[config.mk]
export PLATFORM = sky130hd
export DESIGN_NAME = matrix_mem_sequencer_flat
export DESIGN_NICKNAME = d
export VERILOG_FILES = /design/src/rtl/matrix_mem_sequencer_pkg.sv /design/src/rtl/matrix_mem_sequencer_if.sv /design/src/rtl/matrix_mem_sequencer_row_pack.sv /design/src/rtl/matrix_mem_sequencer.sv /design/src/flat_wrapper.sv
export SDC_FILE = /design/constraint.sdc
export NUM_CORES = 1
export LEC_CHECK = 0
export CAP_MARGIN = 0
export CORE_MARGIN = 8
export CORE_UTILIZATION = 43
export CTS_BUF_LIST = sky130_fd_sc_hd__clkbuf_16
export DETAILED_ROUTE_END_ITERATION = 16
export GPL_TIMING_DRIVEN = 0
export HOLD_SLACK_MARGIN = 0.15
export PLACE_DENSITY = 0.71
export SLEW_MARGIN = 40
export SYNTH_ARGS = -nofsm -noshare
export SYNTH_HDL_FRONTEND = slang
export SYNTH_SLANG_ARGS = --single-unit
export TNS_END_PERCENT = 50
[constraint.sdc]
create_clock -name clk -period 2.9 [get_ports clk]
set_input_delay 0.87 -clock clk [delete_from_list [all_inputs] [get_ports clk]]
set_output_delay 0.87 -clock clk [all_outputs]
set_load 0.1 [all_outputs]
[src/rtl/matrix_mem_sequencer_pkg.sv]
// Shared types and constants for the matrix row load/store sequencer.
// Element i of a row lives at bits [DATA_W*i +: DATA_W].
package matrix_mem_sequencer_pkg;

    localparam int MATRIX_W   = 128;
    localparam int DEF_ELEMS  = 4;
    localparam int DEF_DATA_W = 32;
    localparam int DEF_STRIDE = 4;
    localparam int DEF_IDX_W  = 2;

    typedef enum logic [1:0] {
        ST_IDLE = 2'd0,
        ST_XFER = 2'd1,
        ST_DONE = 2'd2
    } state_e;

    // Lowest bit of element idx inside a row of w-bit words.
    function automatic int word_lo(input int idx, input int w);
        return idx * w;
    endfunction

endpackage

[src/rtl/matrix_mem_sequencer_if.sv]
// Request, data-memory and completion bundle of the sequencer.
// master = pipeline/memory side, slave = the sequencer.
interface matrix_mem_sequencer_if;
    import matrix_mem_sequencer_pkg::*;

    logic                req_valid;
    logic                req_ready;
    logic                req_write;
    logic [31:0]         req_base;
    logic [MATRIX_W-1:0] req_wdata;
    logic                flush;

    logic [31:0]         mem_addr;
    logic [31:0]         mem_wdata;
    logic                mem_r_en;
    logic                mem_w_en;
    logic [31:0]         mem_rdata;

    logic                stall;
    logic                done_valid;
    logic [MATRIX_W-1:0] done_rdata;
    logic                err_misalign;

    modport master (
        output req_valid, req_write, req_base, req_wdata,
        output flush, mem_rdata,
        input  req_ready, mem_addr, mem_wdata,
        input  mem_r_en, mem_w_en,
        input  stall, done_valid, done_rdata, err_misalign
    );

    modport slave (
        input  req_valid, req_write, req_base, req_wdata,
        input  flush, mem_rdata,
        output req_ready, mem_addr, mem_wdata,
        output mem_r_en, mem_w_en,
        output stall, done_valid, done_rdata, err_misalign
    );

endinterface

[src/rtl/matrix_mem_sequencer_row_pack.sv]
// Row packer: word-indexed load assembly register and
// word-indexed read mux for store data.
module matrix_row_pack
    import matrix_mem_sequencer_pkg::*;
#(
    parameter int ELEMS  = DEF_ELEMS,
    parameter int DATA_W = DEF_DATA_W,
    parameter int IDX_W  = DEF_IDX_W
) (
    input  logic                    clk,
    input  logic                    rst,
    input  logic                    wr_en,
    input  logic [IDX_W-1:0]        wr_idx,
    input  logic [DATA_W-1:0]       wr_word,
    output logic [ELEMS*DATA_W-1:0] row_d,
    input  logic [ELEMS*DATA_W-1:0] rd_row,
    input  logic [IDX_W-1:0]        rd_idx,
    output logic [DATA_W-1:0]       rd_word
);

    logic [ELEMS*DATA_W-1:0] row_q;

    // Merge the incoming word into its slot of the row.
    always_comb begin
        row_d = row_q;
        if (wr_en) begin
            row_d[word_lo(int'(wr_idx), DATA_W) +: DATA_W] = wr_word;
        end
    end

    // Assembly register.
    always_ff @(posedge clk or negedge rst) begin
        if (!rst) begin
            row_q <= '0;
        end else begin
            row_q <= row_d;
        end
    end

    assign rd_word = rd_row[word_lo(int'(rd_idx), DATA_W) +: DATA_W];

endmodule

[src/rtl/matrix_mem_sequencer.sv]
// Matrix row load/store sequencer: one row as ELEMS word
// accesses on the memory-stage data port, stalling the pipe.
module matrix_mem_sequencer
    import matrix_mem_sequencer_pkg::*;
#(
    parameter int ELEMS  = DEF_ELEMS,
    parameter int DATA_W = DEF_DATA_W,
    parameter int STRIDE = DEF_STRIDE,
    parameter int IDX_W  = DEF_IDX_W
) (
    input logic                   clk,
    input logic                   rst,
    matrix_mem_sequencer_if.slave bus
);

    state_e                  state_q, state_d;
    logic [IDX_W-1:0]        idx_q, idx_d;
    logic [31:0]             base_q, base_d;
    logic [MATRIX_W-1:0]     wdata_q, wdata_d;
    logic                    write_q, write_d;
    logic                    err_q, err_d;
    logic [MATRIX_W-1:0]     done_rdata_q, done_rdata_d;

    logic                    accept;
    logic                    misalign;
    logic                    xfer;
    logic                    go;
    logic                    last;
    logic [ELEMS*DATA_W-1:0] asm_d;
    logic [DATA_W-1:0]       rd_word;

    assign accept   = (state_q == ST_IDLE) && bus.req_valid
                      && !bus.flush;
    assign misalign = bus.req_base[1:0] != 2'b00;
    assign xfer     = state_q == ST_XFER;
    assign go       = xfer && !bus.flush;
    assign last     = idx_q == IDX_W'(ELEMS - 1);

    matrix_row_pack #(
        .ELEMS  (ELEMS),
        .DATA_W (DATA_W),
        .IDX_W  (IDX_W)
    ) u_pack (
        .clk     (clk),
        .rst     (rst),
        .wr_en   (go && !write_q),
        .wr_idx  (idx_q),
        .wr_word (bus.mem_rdata),
        .row_d   (asm_d),
        .rd_row  (wdata_q),
        .rd_idx  (idx_q),
        .rd_word (rd_word)
    );

    // State register.
    always_ff @(posedge clk or negedge rst) begin
        if (!rst) begin
            state_q <= ST_IDLE;
        end else begin
            state_q <= state_d;
        end
    end

    // Next state; a flush in XFER abandons the transfer.
    always_comb begin
        state_d = state_q;
        case (state_q)
            ST_IDLE: if (accept && !misalign) state_d = ST_XFER;
            ST_XFER: begin
                if (bus.flush)  state_d = ST_IDLE;
                else if (last)  state_d = ST_DONE;
            end
            ST_DONE: state_d = ST_IDLE;
            default: state_d = ST_IDLE;
        endcase
    end

    // Request latch, element counter, error pulse, load result.
    always_comb begin
        idx_d        = idx_q;
        base_d       = base_q;
        wdata_d      = wdata_q;
        write_d      = write_q;
        err_d        = 1'b0;
        done_rdata_d = done_rdata_q;
        if (accept) begin
            base_d  = bus.req_base;
            wdata_d = bus.req_wdata;
            write_d = bus.req_write;
            idx_d   = '0;
            err_d   = misalign;
        end
        if (go) begin
            idx_d = idx_q + IDX_W'(1);
            if (last && !write_q) done_rdata_d = asm_d;
        end
    end

    // Datapath registers.
    always_ff @(posedge clk or negedge rst) begin
        if (!rst) begin
            idx_q        <= '0;
            base_q       <= '0;
            wdata_q      <= '0;
            write_q      <= 1'b0;
            err_q        <= 1'b0;
            done_rdata_q <= '0;
        end else begin
            idx_q        <= idx_d;
            base_q       <= base_d;
            wdata_q      <= wdata_d;
            write_q      <= write_d;
            err_q        <= err_d;
            done_rdata_q <= done_rdata_d;
        end
    end

    // Outputs; the port is driven only while a word moves.
    always_comb begin
        bus.req_ready    = state_q == ST_IDLE;
        bus.stall        = xfer;
        bus.done_valid   = state_q == ST_DONE;
        bus.err_misalign = err_q;
        bus.done_rdata   = done_rdata_q;
        bus.mem_r_en     = go && !write_q;
        bus.mem_w_en     = go && write_q;
        bus.mem_addr     = '0;
        bus.mem_wdata    = '0;
        if (go) begin
            bus.mem_addr = base_q + 32'(idx_q) * 32'(STRIDE);
            if (write_q) bus.mem_wdata = rd_word;
        end
    end

endmodule

[src/flat_wrapper.sv]
// flat-port wrapper written by rule: the top's interface ports become plain ports
module matrix_mem_sequencer_flat import matrix_mem_sequencer_pkg::*;
#(
    parameter int ELEMS  = DEF_ELEMS,
    parameter int DATA_W = DEF_DATA_W,
    parameter int STRIDE = DEF_STRIDE,
    parameter int IDX_W  = DEF_IDX_W
)
  (clk, rst, bus_req_valid, bus_req_write, bus_req_base, bus_req_wdata, bus_flush, bus_mem_rdata, bus_req_ready, bus_mem_addr, bus_mem_wdata, bus_mem_r_en, bus_mem_w_en, bus_stall, bus_done_valid, bus_done_rdata, bus_err_misalign);
  matrix_mem_sequencer_if bus_i ();
  input logic clk;
  input logic rst;
  input wire logic [$bits(bus_i.req_valid)-1:0] bus_req_valid;
  input wire logic [$bits(bus_i.req_write)-1:0] bus_req_write;
  input wire logic [$bits(bus_i.req_base)-1:0] bus_req_base;
  input wire logic [$bits(bus_i.req_wdata)-1:0] bus_req_wdata;
  input wire logic [$bits(bus_i.flush)-1:0] bus_flush;
  input wire logic [$bits(bus_i.mem_rdata)-1:0] bus_mem_rdata;
  output wire logic [$bits(bus_i.req_ready)-1:0] bus_req_ready;
  output wire logic [$bits(bus_i.mem_addr)-1:0] bus_mem_addr;
  output wire logic [$bits(bus_i.mem_wdata)-1:0] bus_mem_wdata;
  output wire logic [$bits(bus_i.mem_r_en)-1:0] bus_mem_r_en;
  output wire logic [$bits(bus_i.mem_w_en)-1:0] bus_mem_w_en;
  output wire logic [$bits(bus_i.stall)-1:0] bus_stall;
  output wire logic [$bits(bus_i.done_valid)-1:0] bus_done_valid;
  output wire logic [$bits(bus_i.done_rdata)-1:0] bus_done_rdata;
  output wire logic [$bits(bus_i.err_misalign)-1:0] bus_err_misalign;
  assign bus_i.req_valid = bus_req_valid;
  assign bus_i.req_write = bus_req_write;
  assign bus_i.req_base = bus_req_base;
  assign bus_i.req_wdata = bus_req_wdata;
  assign bus_i.flush = bus_flush;
  assign bus_i.mem_rdata = bus_mem_rdata;
  assign bus_req_ready = bus_i.req_ready;
  assign bus_mem_addr = bus_i.mem_addr;
  assign bus_mem_wdata = bus_i.mem_wdata;
  assign bus_mem_r_en = bus_i.mem_r_en;
  assign bus_mem_w_en = bus_i.mem_w_en;
  assign bus_stall = bus_i.stall;
  assign bus_done_valid = bus_i.done_valid;
  assign bus_done_rdata = bus_i.done_rdata;
  assign bus_err_misalign = bus_i.err_misalign;
  matrix_mem_sequencer #(.ELEMS(ELEMS), .DATA_W(DATA_W), .STRIDE(STRIDE), .IDX_W(IDX_W)) u_core (.clk(clk), .rst(rst), .bus(bus_i));
endmodule
* Word-level counts from Yosys, hierarchy flattened
Cells that the tools add are included.
** Cells by class
- Add/sub/neg operators :: 3
- Eq/ne operators :: 5
- Shift operators :: 3
- Mux-type cells :: 12
- Reductions and logical operators :: 15
** Operators with widths (count)
- $bwmux 128 :: 1
- $mux 128 :: 1
- $shift 32x33->128 const A :: 1
- $shiftx 128x8->32 :: 1
- $shiftx 32x33->128 :: 1
- $mux 32 :: 3
- $neg 7->33 :: 1
- $add 32x4->32 :: 1
- $mux 2 :: 5
- $logic_and 1x1->1 :: 7
- $eq 2x2->1 const B :: 2
- $pmux 2 s2 :: 1
- $reduce_and 2->1 :: 2
- $reduce_bool 2->1 :: 2
- $logic_not 1->1 :: 3
- $ne 3x3->1 const B :: 1
- $add 2x1->2 const B :: 1
- $eq 2x1->1 const B :: 1
- $logic_not 2->1 :: 1
- $ne 2x1->1 const B :: 1
- $mux 1 :: 1
** Storage, ports and cells
- Flip-flop bits (word level) :: 422
- Input port bits :: 197
- Output and inout port bits :: 198
- Word-level logic and storage cells :: 46

* Longest topological paths before layout
Gate-level depths: netlist of run 1.
- Depth in word-level cells :: 6
- Depth in mapped cells :: 9
- Gate-level depth less buffers :: 6

* Hierarchy
Synthesis of run 1 repeated with hierarchy kept, for this count alone.
** Unflattened totals
- Cells, all modules :: 1579
- Area, all modules :: 18253.8 µm²
** Modules (own cells, without submodules)
- matrix_mem_sequencer :: instances 1, cells an instance 1149, area an instance 12066.6 µm², sequential area each 7357.1 µm²
- matrix_row_pack :: instances 1, cells an instance 430, area an instance 6187.2 µm², sequential area each 3203.1 µm²

* Worst setup path after synthesis of run 1
OpenSTA, ideal clock, no wires.
- Path type :: reg2out
- From :: register u_core.state_q[1]
- To :: output bus_mem_addr[28]
- Data arrival time :: 4.148 ns
- Slack :: -2.118 ns
- Cell stages (with the launch flop) :: 7
- Cell sequence :: dfrtp_1 -> nor2b_1 -> nor2b_1 -> clkbuf_1 -> clkbuf_1 -> nand2_1 -> mux2i_1
** On the way
- Longest elaborated chain between the ends :: 3
** Ends and longest elaborated chain
- from (decl) :: RTL line matrix_mem_sequencer.sv:16 : state_e state_q, state_d;
- from (signal assigned) :: RTL line matrix_mem_sequencer.sv:60 : state_q <= state_d;
- $eq 2x1->1 :: RTL line matrix_mem_sequencer.sv:35 : assign xfer = state_q == ST_XFER;
- via bus_stall :: RTL line flat_wrapper.sv:24 : output wire logic [$bits(bus_i.stall)-1:0] bus_stall;
- $logic_and 1x1->1 :: RTL line matrix_mem_sequencer.sv:36 : assign go = xfer && !bus.flush;
- $mux 32 :: RTL line matrix_mem_sequencer.sv:129 : if (go) begin
- to (decl) :: RTL line flat_wrapper.sv:20 : output wire logic [$bits(bus_i.mem_addr)-1:0] bus_mem_addr;
The timed path passes the listed nets, and every way through them passes these cells.

* Final worst setup path of run 1
- From :: register u_core.idx_q[0]
- To :: output bus_mem_addr[30]
** On the way
- Longest elaborated chain between the ends :: 2
** Ends and longest elaborated chain
- from (decl) :: RTL line matrix_mem_sequencer.sv:17 : logic [IDX_W-1:0] idx_q, idx_d;
- from (signal assigned) :: RTL line matrix_mem_sequencer.sv:109 : idx_q <= idx_d;
- $add 32x4->32 :: RTL line matrix_mem_sequencer.sv:130 : bus.mem_addr = base_q + 32'(idx_q) * 32'(STRIDE);
- $mux 32 :: RTL line matrix_mem_sequencer.sv:129
No other way between the ends.

==> results of run 1 <==
## logic make-up after synthesis
kind of cell	count (synthesis)	synth area share, %
compound gates	425	11.84
buf+inv	207	4.372
simple gates	1122	24.73
mux	35	3.852
flops	422	54.19
fa+ha+maj	9	0.6164
xor+xnor	9	0.4044
## layout by cell type, fill, tap and decap left out, types with 32 or more instances in the layout
master	instances
a31oi_1	128
clkbuf_2	65
buf_12	70
o21ai_1	100
mux4_2	32
dfrtp_1	419
clkbuf_16	52
buf_2	151
and3_4	32
clkdlybuf4s50_1	162
nor2b_1	129
clkbuf_1	84
o21ai_0	169
nand2_1	878
## per-layer routing
layer	up-vias	share of wire (%)	global-route usage [%]
met1	8849	40	31.58
met5	-	0.11	0
met3	169	8.7	7.434
met2	788	48	42.64
li1	8276	-	-
met4	12	3.9	9.723
## worst max-delay path, delay by kind of cell (launching register included)
kind	cells	cell delay, ns
compound gates	1	0.18
fa+ha+maj	2	0.39
buf+inv	2	0.34
flops	1	0.39
simple gates	3	0.99
## stage by stage
stage / util [%] / setup WS, ns / hold WS, ns / instances
final: 59.89 / -0.8447 / 0.1934 / 3319
after global routing: 59.88 / -0.9375 / 0.2212 / 3316
after CTS: 58.94 / -0.8899 / 0.1819 / 3295
after detailed placement: 52.61 / -0.9301 / 0.4574 / 3197
after global placement: 54.43 / -18.92 / 0.4531 / 3191
after floorplan: - / -0.3881 / 0.4373 / 2229
## flip-flops by register name, indices dropped and copies added (netlist names)
signal	count
u_core.write_q	1
u_core.wdata_q	128
u_core.bus.err_misalign	1
u_core.bus.done_rdata	128
u_core.base_q	32
u_core.u_pack.row_q	128
u_core.idx_q	2
u_core.state_q	2
## worst paths after layout
| path | start | depth (start not counted) | to |
|---|---|---|---|
| max in group asynchronous | rst | 3 | u_core.base_q[21] |
| max reg2reg | u_core.idx_q[0] | 11 | u_core.bus.done_rdata[19] |
| min | rst | 1 | u_core.u_pack.row_q[56] |
| min reg2reg | u_core.u_pack.row_q[122] | 2 | u_core.u_pack.row_q[122] |
| max | u_core.idx_q[0] | 8 | bus_mem_addr[30] |
| min in group clk | u_core.u_pack.row_q[122] | 2 | u_core.u_pack.row_q[122] |
## repair_timing
| action | CTS | global route |
|---|---|---|
| setup endpoints to repair | 332 | 264 |
| setup buffers | 15 | 16 |
| pin swaps | 20 | 35 |
| hold buffers | 0 | 0 |
| gates cloned | 0 | 5 |
| resized for setup | 342 | 65 |
## final cells by class
cell class                      instances  area, µm²  share of cell area [%]
Sequential cell                       422      10560                   39.12
Multi-Input combinational cell       1600       8843                   32.75
Timing Repair Buffer                  403       4173                   15.45
Clock buffer                           46       1151                   4.263
Buffer                                197       1139                   4.216
Tap cell                              600      750.7                   2.780
Clock inverter                         38      337.8                   1.251
Inverter                                8      33.78                  0.1251
Antenna cell                            5      12.51                 0.04633
## power by group through the flow
stage / registers, mW / logic (mW) / clock network [mW]
floorplan: 6.81 / 1.54 / 0
global placement: 6.85 / 2.40 / 0
detailed placement: 6.87 / 2.47 / 0
CTS: 6.77 / 2.65 / 5.96
global route: 6.84 / 3.03 / 6.18
finish: 6.79 / 2.78 / 5.89
==> out/metrics.csv, run 1 <==
metric;value;unit
DRT Pass-1 Iters;5;
top cells by area, synth;dfrtp_1, nand2_1, o21ai_0;
Seq/Total Area, Yosys;54.19;%
Crit-path slowest cell;or4_4;
Combinational Power Share;18.0;%
# IOs;395;
Worst R2R Setup Slack;0.04;ns
synth warn;0;
fin crit period;3.745;ns
Leak;12.40;nW
Area Growth Syn to Fin;38.57;%
switching pwr;4.475;mW
Worst Tran Pin Value;0.7246;ns
Gate Count Post-Synth;2229;
drt via density;5.452;
insertion delay to the later sink of the worst-skew pair;0.58;ns
port bufs;362;
slew margin rel.;51.69;%
FF+latch count, synth;422;
VDD IR max;0.4013;mV
Switching Fraction;28.94;%
# fillers;3856;
TritonCTS Sinks;422;
post-route ant nets;0;
ys async rst share;100.0;%
share of the synthesized area in the top cell type;54.19;%
violated checks;setup timing;
Cell Pwr Density;572.5;nW/µm²
Clk pin slew, worst setup/hold paths;0.06;ns
initial antenna violation count;12;
Distinct cells, synth;39;
Max Slew Vio Count;0;
total gr overflow;0;
nets;2884;
largest net degree at the start of global routing;73;
net count after synthesis;2435;
cell taking the most area after synthesis;dfrtp_1;
synth cell count leaders;nand2_1, dfrtp_1, o21ai_0, clkbuf_1, nor2b_1;
Flop pwr share;43.9;%
Cell Rows;78;
critical path, cell by cell;ha_4 > fa_2 > and4_1 > clkbuf_8 > nand4_1 > or4_4 > a21oi_4 > buf_12;
final instance area;27000;µm²
final period utilization;129.1;%
Max Clock Freq;267.0;MHz
layout cells sized above 1;20.85;%
DRC viols;0;
Setup Skew;0.01751;ns
Int Pwr;10.99;mW
Vert. Die Dim;228.9;µm
RD Place Congestion;0.9163;
full die area;52390;µm²
Critical Path RT;2.03;ns
status;complete, but fails checks;
DP Area;23720;µm²
RSZ-0062 raised after global routing;yes;
critical path fanouts, max;5;
First DRT Iteration DRCs;1715;
root buffer cell;clkbuf_16;
top-count cell post-synth;nand2_1;
max-cap violation count;0;
setup ws final;-0.8447;ns
total negative slack;-27.48;ns
Initial Util;43.22;%
vias in the first global route;18530;
Post-synth EDFFs;0;
average size of a mapped cell;8.743;µm²
Die Wd;228.9;µm
CP arrival;2.87;ns
wire per inst;21.15;µm
total power;15.46;mW
H-Tree Depth;2;
GR Util All Layers;25.72;%
Core Region;45090;µm²
first-pass GRT wire length;107.2;mm
Critical Path Source Type;register;
final hold vios;0;
Post-Route WL;70.19;mm
clock share of power;38.1;%
Clock Path Buffers;3;
via count;18090;
Post-Syn Area;19490;µm²
slowest stage delay, CP;0.59;ns
Top FF cell, synth;dfrtp_1;
hold crit path type;primary input to async pin;
CTS tree;done;
Inserted Clock Buffers;46;
Post-DP HPWL;51.48;mm
crit end category;output port;
Setup CP Type;register to output port;
final setup vio count;64;
Power figures use the tool's default switching activity.
==> inputs of run 2 (changes only) <==
--- a/config.mk
+++ b/config.mk
@@ -7,12 +7,12 @@
 export LEC_CHECK = 0
 export CAP_MARGIN = 0
 export CORE_MARGIN = 8
-export CORE_UTILIZATION = 43
+export CORE_UTILIZATION = 47
 export CTS_BUF_LIST = sky130_fd_sc_hd__clkbuf_16
 export DETAILED_ROUTE_END_ITERATION = 16
 export GPL_TIMING_DRIVEN = 0
 export HOLD_SLACK_MARGIN = 0.15
-export PLACE_DENSITY = 0.71
+export PLACE_DENSITY = 0.77
 export SLEW_MARGIN = 40
 export SYNTH_ARGS = -nofsm -noshare
 export SYNTH_HDL_FRONTEND = slang
==> out/metrics.csv, run 2 (synthesized netlist as in run 1, its figures left out) <==
metric;value;unit
fin util;65.52;%
Post-DP HPWL;50.47;mm
Min Hold Slack;0.2011;ns
Cell Rows;74;
max-cap violation count;0;
insertion delay to the later sink of the worst-skew pair;0.58;ns
Top Metal Used;met5;
largest net degree at the start of global routing;79;
layout cells sized above 1;20.78;%
metal3 WL;6.781;mm
Critical Path Source Type;register;
root buffer cell;clkbuf_16;
DRC viols;0;
port bufs;362;
VDD IR max;0.3961;mV
total gr overflow;0;
TritonCTS Sinks;422;
Setup Skew;0.01847;ns
Vert. Die Dim;219.6;µm
Die Wd;219.6;µm
CP arrival;2.85;ns
total negative slack;-23.82;ns
crit end category;output port;
violated checks;setup timing;
Leak;12.32;nW
pre-CTS setup slack;-0.9877;ns
r2r endpoint;u_core.bus.done_rdata[2];
Metal-1 WL;26.00;mm
setup ws final;-0.8157;ns
commonest cells after routing, fill and taps aside;nand2_1, dfrtp_1, o21ai_0, clkdlybuf4s50_1, buf_2;
CTS tree;done;
Inserted Clock Buffers;45;
wire per inst;21.29;µm
Clk pin slew, worst setup/hold paths;0.06;ns
post-route ant nets;0;
initial antenna violation count;14;
Max Slew Vio Count;0;
fin crit period;3.716;ns
drt via density;5.632;
hold crit path type;primary input to async pin;
RSZ-0062 raised after global routing;yes;
Post-Route WL;68.97;mm
Area Growth Syn to Fin;37.58;%
nets;2879;
GR Util All Layers;27.66;%
worst r2r src;u_core.idx_q[0];
cells on worst reg2reg path;12;
Critical Path RT;2.03;ns
Worst R2R Setup Slack;-0.08;ns
# placed instances;3129;
Core Region;40920;µm²
vias in the first global route;18380;
full die area;48240;µm²
Clock Path Buffers;3;
final setup vio count;77;
critical path fanouts, max;7;
crit path launch;u_core.base_q[4];
status;complete, but fails checks;
H-Tree Depth;2;
Final Non-Filler Cells;3240;
first-pass GRT wire length;104.5;mm
Max Clock Freq;269.1;MHz
# fillers;3224;
# IOs;395;
final period utilization;128.1;%
Worst Tran Pin Value;0.7257;ns
final instance area;26810;µm²
Setup CP Type;register to output port;
most common cell after layout, fill and taps aside;nand2_1;
RD Place Congestion;0.9143;
total power;15.11;mW
DRT Pass-1 Iters;5;
slew margin rel.;51.41;%
via count;18250;
met2 routed WL;33.45;mm
DP Area;23640;µm²
First DRT Iteration DRCs;1512;
final hold vios;0;
Initial Util;47.62;%
Cell Pwr Density;563.6;nW/µm²
## run 2: worst max path at each step
stage                              to  slack (ns)  cells after the start
global placement    u_core.state_q[1]      -18.69                      1
global route         bus_mem_addr[30]       -0.87                      8
finish               bus_mem_addr[25]       -0.82                      5
floorplan            bus_mem_addr[25]       -0.39                      5
CTS                  bus_mem_addr[25]       -0.88                      6
detailed placement   bus_mem_addr[28]       -0.99                      7
## run 2: timing repair
| item | 4_1_cts | 5_1_grt |
|---|---|---|
| pin swaps | 29 | 22 |
| hold buffers | 0 | 0 |
| hold endpoints to repair | 0 | 0 |
| buffers inserted | 10 | 19 |
| cloned | 0 | 4 |
| setup endpoints to repair | 322 | 286 |
| resized for setup | 260 | 172 |
## run 2: worst max-delay path, cell delays in order, from the launching register on
cell and delay [ns]:
dfrtp_1 0.59, nand4_1 0.16, or4b_4 0.60, or4_4 0.53
a21oi_4 0.19, buf_12 0.20
## run 2: layout make-up
| cell class | instances | area [µm²] | area share, % |
|---|---|---|---|
| well taps | 532 | 665.6 | 2.483 |
| repair buffers | 400 | 4148 | 15.47 |
| multi-input cells | 1600 | 8877 | 33.11 |
| diodes | 4 | 10.01 | 0.03733 |
| plain buffers | 196 | 1137 | 4.242 |
| inverters | 8 | 33.78 | 0.1260 |
| flip-flops and latches | 422 | 10570 | 39.41 |
| clock buffers | 46 | 1151 | 4.293 |
| clock inverters | 32 | 222.7 | 0.8307 |
## run 2: power breakdown
group / switching [mW] / internal, mW
combinational: 1.64 / 1.15
sequential: 0.373 / 6.43
clock: 2.40 / 3.12
total: 4.41 / 10.7
## run 2: per-layer routing
metal	vias to the layer above	track usage, %
li1	8261	-
met1	8919	33.37
met2	865	46.39
met3	184	8.570
met4	20	10.08
met5	-	0
==> inputs of run 3 (changes only) <==
--- a/config.mk
+++ b/config.mk
@@ -13,6 +13,7 @@
 export GPL_TIMING_DRIVEN = 0
 export HOLD_SLACK_MARGIN = 0.15
 export PLACE_DENSITY = 0.77
+export SKIP_CTS_REPAIR_TIMING = 1
 export SLEW_MARGIN = 40
 export SYNTH_ARGS = -nofsm -noshare
 export SYNTH_HDL_FRONTEND = slang
==> out/metrics.csv, run 3 (synthesized netlist as in run 1, its figures left out) <==
metric;value;unit
status;complete, but fails checks;
violated checks;setup timing;
post-route ant nets;0;
most common cell after layout, fill and taps aside;nand2_1;
Worst Tran Pin Value;0.6984;ns
Max Clock Freq;264.2;MHz
DRT Pass-1 Iters;5;
RSZ-0062 raised after global routing;yes;
Max Slew Vio Count;0;
Setup Skew;0.02322;ns
first-pass GRT wire length;102.9;mm
Worst R2R Setup Slack;0.06;ns
max-cap violation count;0;
Inserted Clock Buffers;45;
setup ws final;-0.8854;ns
Initial Util;47.62;%
critical path fanouts, max;7;
cells on worst reg2reg path;10;
root buffer cell;clkbuf_16;
via count;18150;
drt via density;5.610;
final instance area;26540;µm²
H-Tree Depth;2;
multi-input combinational cell area;8747;µm²
Vert. Die Dim;219.6;µm
full die area;48240;µm²
crit end category;output port;
Leak;12.20;nW
FF/Latch Area;10570;µm²
largest net degree at the start of global routing;79;
TritonCTS Sinks;422;
VDD IR max;0.3969;mV
Cell Pwr Density;566.9;nW/µm²
wire per inst;21.21;µm
layout cells sized above 1;19.57;%
Area Growth Syn to Fin;36.18;%
nets;2873;
insertion delay to the later sink of the worst-skew pair;0.58;ns
Clk pin slew, worst setup/hold paths;0.06;ns
final setup vio count;62;
vias in the first global route;18190;
final period utilization;130.5;%
final hold vios;0;
Post-DP HPWL;50.47;mm
DRC viols;0;
worst r2r src;u_core.idx_q[1];
Setup CP Type;register to output port;
Critical Path Source Type;register;
CTS tree;done;
CP arrival;2.92;ns
total negative slack;-24.05;ns
DP Area;23640;µm²
fin crit period;3.785;ns
pre-CTS setup slack;-0.9877;ns
Cell Rows;74;
First DRT Iteration DRCs;1416;
r2r endpoint;u_core.u_pack.row_q[35];
GR Util All Layers;27.19;%
slew margin rel.;53.24;%
port bufs;362;
# IOs;395;
commonest cells after routing, fill and taps aside;nand2_1, dfrtp_1, o21ai_0, clkdlybuf4s50_1, buf_2;
Critical Path RT;2.03;ns
total power;15.04;mW
total gr overflow;0;
# fillers;3263;
Core Region;40920;µm²
initial antenna violation count;14;
Post-Route WL;68.63;mm
Min Hold Slack;0.1976;ns
RD Place Congestion;0.9143;
Clock Path Buffers;3;
Die Wd;219.6;µm
hold crit path type;primary input to async pin;
[run 3: cell types whose count changed in the layout (fill, tap and decap cells not counted), moves of 3 or more]
cell,change
buf_12,-5
buf_2,-9
buf_4,+5
buf_6,-5
buf_8,+4
clkbuf_1,+12
clkbuf_4,-3
clkbuf_8,-3
nand3_1,+3
xnor2_1,+4
xnor2_2,-3
xor2_1,+3
[run 3: how the worst max path moves through the flow]
stage                                from                 to  cells past startpoint
after floorplan           u_core.idx_q[1]   bus_mem_addr[25]                      5
after global placement                rst  u_core.state_q[1]                      1
after detailed placement        bus_flush   bus_mem_addr[28]                      7
after CTS                 u_core.idx_q[0]   bus_mem_addr[28]                      8
after global routing      u_core.idx_q[1]   bus_mem_addr[25]                      6
final                     u_core.idx_q[1]   bus_mem_addr[25]                      6
[run 3: area by class of cell]
| type | count | area share [%] |
|---|---|---|
| multi-input combinational | 1600 | 32.96 |
| antenna | 6 | 0.05657 |
| sequential | 422 | 39.81 |
| inverter | 8 | 0.1273 |
| clock inverter | 32 | 0.8391 |
| timing repair buffer | 392 | 15.08 |
| tap | 532 | 2.508 |
| clock buffer | 46 | 4.337 |
| buffer | 198 | 4.285 |
[run 3: per-stage QoR]
| step | utilization (%) | instances |
|---|---|---|
| after global routing | 64.82 | 3231 |
| final | 64.85 | 3236 |
| after global placement | 59.76 | 3123 |
| after CTS | 61.11 | 3207 |
| after detailed placement | 57.75 | 3129 |
| after floorplan | - | 2229 |
[run 3: power by group]
| group | leakage (nW) | switching (mW) | internal, mW |
|---|---|---|---|
| combinational | 5.88 | 1.62 | 1.11 |
| clock | 0.703 | 2.40 | 3.12 |
| sequential | 5.61 | 0.367 | 6.43 |
| total | 12.2 | 4.39 | 10.7 |
[run 3: layer usage]
layer / global-route usage (%) / up-vias / wire (µm)
met2: 45.13 / 815 / 33370
met5: 0 / - / 122
met4: 9.920 / 20 / 2521
li1: - / 8246 / -
met3: 8.652 / 184 / 6486
met1: 33.04 / 8889 / 26130
[run 3: worst max-delay path, stage by stage (launching register included)]
cell and delay [ns]:
dfrtp_2 0.45, ha_4 0.29, a21oi_4 0.06, or4b_4 0.59, or4_4 0.56, a21oi_4 0.20
buf_12 0.20
